**config.mk**
```make
export PLATFORM = sky130hd
export DESIGN_NAME = sync_fifo_rd
export DESIGN_NICKNAME = d
export VERILOG_FILES = /design/src/rtl/fifo_pkg.sv /design/src/rtl/fifo_ptr.sv /design/src/rtl/sync_fifo_rd.sv
export SDC_FILE = /design/constraint.sdc
export NUM_CORES = 1
export LEC_CHECK = 0
export ABC_AREA = 0
export BUFFER_PORTS_ARGS = -buffer_cell sky130_fd_sc_hd__buf_2
export CAP_MARGIN = 5
export CORE_MARGIN = 2
export CORE_UTILIZATION = 60
export DETAILED_ROUTE_END_ITERATION = 10
export MAX_ROUTING_LAYER = met4
export PLACE_DENSITY_LB_ADDON = 0.08
export SYNTH_ARGS = -nofsm -noshare
export SYNTH_HDL_FRONTEND = slang
export SYNTH_HIERARCHICAL = 1
export SYNTH_SLANG_ARGS = --single-unit
```
**constraint.sdc**
```tcl
create_clock -name clk -period 10.3 [get_ports clk]
set_input_delay 1.545 -clock clk [delete_from_list [all_inputs] [get_ports clk]]
set_output_delay 1.545 -clock clk [all_outputs]
set_load 0.02 [all_outputs]
```
**src/rtl/fifo_pkg.sv**
```systemverilog
`default_nettype none
// ============================================================================
// Module   : fifo_pkg
// Brief    : Shared defaults and pointer type for the sync_fifo_rd FIFO slice.
// Revision : 1.0 - initial release
// ============================================================================
package fifo_pkg;

    localparam int DATA_WIDTH_DEF = 32;
    localparam int ADDR_WIDTH_DEF = 2;

    typedef logic [ADDR_WIDTH_DEF:0] ptr_t;

endpackage : fifo_pkg
`default_nettype wire

```
**src/rtl/fifo_ptr.sv**
```systemverilog
`default_nettype none
// ============================================================================
// Module   : fifo_ptr
// Brief    : Wrapping FIFO pointer; the MSB is the lap bit, the low bits index storage.
// Revision : 1.0 - initial release
// ============================================================================
module fifo_ptr
    import fifo_pkg::*;
#(
    parameter int WIDTH = ADDR_WIDTH_DEF + 1
) (
    input  logic             clk,
    input  logic             rst,
    input  logic             i_inc,
    output logic [WIDTH-1:0] o_ptr
);

    logic [WIDTH-1:0] r_ptr;

    always_ff @(posedge clk or posedge rst) begin
        if (rst) begin
            r_ptr <= '0;
        end else if (i_inc) begin
            r_ptr <= r_ptr + 1'b1;
        end
    end

    assign o_ptr = r_ptr;

endmodule : fifo_ptr
`default_nettype wire

```
**src/rtl/sync_fifo_rd.sv**
```systemverilog
`default_nettype none
// ============================================================================
// Module   : sync_fifo_rd
// Brief    : Single-clock FIFO with registered read data and overflow/underflow
//            pulses. Define SYNC_FIFO_RD_COUNT_EN to add the `count` output.
// Revision : 1.0 - initial release
// ============================================================================
module sync_fifo_rd
    import fifo_pkg::*;
#(
    parameter int DATA_WIDTH = DATA_WIDTH_DEF,
    parameter int ADDR_WIDTH = ADDR_WIDTH_DEF
) (
    input  logic                  clk,
    input  logic                  reset,
    input  logic                  wr_en,
    input  logic [DATA_WIDTH-1:0] wdata,
    input  logic                  rd_en,
    output logic [DATA_WIDTH-1:0] rdata,
    output logic                  full,
    output logic                  empty,
    output logic                  overflow,
    output logic                  underflow
`ifdef SYNC_FIFO_RD_COUNT_EN
    ,
    output logic [ADDR_WIDTH:0]   count
`endif
);

    localparam int DEPTH = 2 ** ADDR_WIDTH;

    logic [ADDR_WIDTH:0]   w_wptr;
    logic [ADDR_WIDTH:0]   w_rptr;
    logic                  w_full;
    logic                  w_empty;
    logic                  w_wr_acc;
    logic                  w_rd_acc;

    logic [DATA_WIDTH-1:0] r_mem [DEPTH];
    logic [DATA_WIDTH-1:0] r_rdata;
    logic                  r_overflow;
    logic                  r_underflow;

    // Same slot with opposite lap bits means the writer is one full lap ahead.
    assign w_empty  = (w_wptr == w_rptr);
    assign w_full   = (w_wptr[ADDR_WIDTH-1:0] == w_rptr[ADDR_WIDTH-1:0]) &&
                      (w_wptr[ADDR_WIDTH] != w_rptr[ADDR_WIDTH]);
    assign w_wr_acc = wr_en & ~w_full;
    assign w_rd_acc = rd_en & ~w_empty;

    fifo_ptr #(.WIDTH(ADDR_WIDTH + 1)) u_wptr (
        .clk   (clk),
        .rst   (reset),
        .i_inc (w_wr_acc),
        .o_ptr (w_wptr)
    );

    fifo_ptr #(.WIDTH(ADDR_WIDTH + 1)) u_rptr (
        .clk   (clk),
        .rst   (reset),
        .i_inc (w_rd_acc),
        .o_ptr (w_rptr)
    );

    always_ff @(posedge clk) begin
        if (w_wr_acc) begin
            r_mem[w_wptr[ADDR_WIDTH-1:0]] <= wdata;
        end
    end

    always_ff @(posedge clk or posedge reset) begin
        if (reset) begin
            r_rdata     <= '0;
            r_overflow  <= 1'b0;
            r_underflow <= 1'b0;
        end else begin
            if (w_rd_acc) begin
                r_rdata <= r_mem[w_rptr[ADDR_WIDTH-1:0]];
            end
            r_overflow  <= wr_en & w_full;
            r_underflow <= rd_en & w_empty;
        end
    end

    assign rdata     = r_rdata;
    assign full      = w_full;
    assign empty     = w_empty;
    assign overflow  = r_overflow;
    assign underflow = r_underflow;

`ifdef SYNC_FIFO_RD_COUNT_EN
    assign count = w_wptr - w_rptr;
`endif

endmodule : sync_fifo_rd
`default_nettype wire

```
==> results.py <==
metrics = {
    "detailed_routing": {
        "drtPass1Iterations": 4,
        "post_drt_wl_per_cell_um": 20.1,
        "ant_nets": 0,
        "post_drt_via_cell_ratio": 5.64,
        "wl_um": 10200,
        "detailroute.via_count": 2850,
        "drt_drc_violations_left": 0,
        "drt_first_iter_violations": 156,
    },
    "clock_network": {
        "clk_transition_reported_paths_ps": 60,
        "postCtsHoldBufs": 0,
        "number_of_buffers_created_by_cts": 17,
        "worst_skew_pair.late_latency_ps": 520,
        "postCtsSetupRepairBufs": 0,
        "htree_levels": 4,
        "numClockSinks": 168,
        "tritoncts_clock_tree": "done",
        "clockBufferDepth": 2,
        "cts.root.buffer_cell": "clkbuf_8",
        "cts.repair.resized": 0,
    },
    "placement": {
        "dpl_wire_length_um": 5810,
        "worst_slack_after_detailed_placement_ps": 6990,
        "place.port_buffers": 71,
        "finalWeightedCongestion": 0.694,
    },
    "timing": {
        "slew_violations": 0,
        "fin_skew_ps": 6.21,
        "hold_slack_ps": 490,
        "report.final.setup_viol": 0,
        "fmax_ghz": 0.261,
        "min_period_ps": 3830,
        "timing.setup.tns_ps": 0,
        "grt_setup_unrepaired": "no",
        "worstMarginPinSlew_ps": 940,
        "timing.final.crit_share_pct": 37.2,
        "finalHoldViolations": 0,
        "timing.slew.headroom_pct": 37.4,
        "worst_slack_ps": 6470,
    },
    "power_and_ir_drop": {
        "report.power.total_mw": 2.39,
        "ir_drop_uv": 159,
        "power_density_nw_per_um2": 324,
        "leakagePower_nw": 2.70,
    },
    "critical_path": {
        "worstSetupStartpointType": "register",
        "critical_path.endpoint_type": "output pin",
        "worstPathMaxFanout": 35,
        "ordered_cell_list_for_the_critical_path": "xor2_2, nor3_1, buf_2",
        "critPathKind": "reg -> out",
        "arrival_time_at_the_worst_endpoint_ps": 2290,
        "crit_slowest_cell": "dfrtp_2",
        "timing.critical_path.slowest_cell_delay_ps": 970,
        "cp_data_required_time_ps": 8760,
    },
    "die": {
        "design.die.area_um2": 11300,
        "die_width_um": 106,
        "io_pins": 72,
        "rows": 37,
        "die_h_um": 106,
        "initial_utilization_pct": 61.2,
        "coreArea_um2": 10200,
    },
    "yosys": {
        "synthesis.instances": 272,
        "synth_cell_type_count": 22,
        "seq_area_frac_synth_pct": 77.4,
        "synthesis.area_per_instance_um2": 23.0,
        "synth_ff_type": "edfxtp_1",
        "synth_edf_count": 128,
        "synth-seq-cells": 168,
        "mappedNetlistNets": 310,
        "post_synth_instance_area_um2": 6260,
        "number_of_warnings_printed_during_yosys_synthesis": 6,
        "async_reset_ff_share_pct": 23.8,
    },
    "global_route": {
        "global_route.usage.total_pct": 20.4,
        "grt.overflow.total": 0,
        "maximum_number_of_pins_on_one_net_before_global_route_repair": 36,
        "antenna_violations_before_repair": 0,
        "first_global_vias": 2946,
        "grt_util_met1_pct": 26.6,
        "globalRouteMet2Util_pct": 31.5,
        "grtUsageMet3_pct": 5.89,
        "grt_first_pass_wirelength_um": 16000,
        "grt.busiest_layer": "met2",
    },
    "min_path": {
        "hp-class": "reg -> reg",
    },
    "run_status": {
        "outcome": "complete, no violations",
    },
    "cells_and_area": {
        "mostFrequentLayoutCell": "edfxtp_1",
        "mostFrequentLayoutCells": "edfxtp_1, buf_2, dfrtp_1",
        "fraction_of_final_layout_cells_sized_beyond_drive_strength_1_pct": 46.9,
        "area_delta_synth_final_pct": 18.0,
        "antennaDiodeCount": 0,
        "fin_nets": 394,
    },
    "flow_run": {
        "drv_cap": 0,
    },
}
[per-layer routing]
metal | part of all wire [%] | vias up
li1 | - | 1259
met1 | 42 | 1512
met2 | 52 | 69
met3 | 4.5 | 10
met4 | 1.2 | 0
met5 | 0 | -
[kinds of logic (layout without fill, tap and decap cells)]
logic type | count (synthesis) | count (layout) | synth area share, %
compound gates | 2 | 2 | 0.460
xor+xnor | 8 | 8 | 1.36
fa+ha+maj | 2 | 2 | 0.400
buf+inv | 16 | 113 | 1.64
flops | 168 | 168 | 77.4
mux | 66 | 66 | 17.8
simple gates | 10 | 10 | 0.960
[flip-flops by register name, indices dropped and copies added, names as in the netlist]
signal,count
u_wptr/o_ptr,3
r_mem,128
underflow,1
rdata,32
u_rptr/o_ptr,3
overflow,1
[cells in the mapped netlist, drive strengths merged (3+ instances only)]
cell type,n,area [um2]
clkbuf,3,11.3
edfxtp,128,3840
dfrtp,40,1000
xnor2,3,26.3
inv,5,18.8
nor3,3,15.0
buf,8,72.6
xor2,5,58.8
mux4,32,721
mux2,34,390
[report_power, final]
group / internal (mW) / switching [mW]
clock network: 0.418 / 0.246
logic: 0.323 / 0.359
registers: 0.945 / 0.103
total: 1.69 / 0.708
[through the flow]
| step | instances | cell area [um2] | utilization, % |
|---|---|---|---|
| finish | 505 | 7380 | 72.1 |
| global placement | 473 | 6760 | 66.0 |
| CTS | 505 | 7380 | 72.1 |
| floorplan | 272 | 6260 | - |
| detailed placement | 473 | 6760 | 66.0 |
| global route | 505 | 7380 | 72.1 |
[cell type report]
| cell class | count | area, um2 |
|---|---|---|
| clock inverters | 12 | 200 |
| fillers | 628 | 2850 |
| clock buffers | 20 | 425 |
| well taps | 136 | 170 |
| flip-flops and latches | 168 | 4850 |
| multi-input cells | 88 | 1330 |
| inverters | 5 | 18.8 |
| repair buffers | 76 | 393 |
[critical path, delay by kind of cell, from the launching register on]
family | cells | cell delay (ps)
simple gates | 1 | 320
buf+inv | 1 | 230
xor+xnor | 1 | 240
flops | 1 | 970
[worst paths after layout]
kind	end	from	slack [ps]	cells after the start
worst min register to register	rdata[8]	rdata[8]	490	1
min in group asynchronous	u_rptr/o_ptr[0]	reset	910	2
worst min-delay path	rdata[8]	rdata[8]	490	1
worst max-delay path	full	u_rptr/o_ptr[1]	6470	3
worst max register to register	rdata[13]	u_rptr/o_ptr[1]	7320	4
max in group asynchronous	rdata[13]	reset	8600	2
Note: power is estimated with default switching activity, not from simulation.
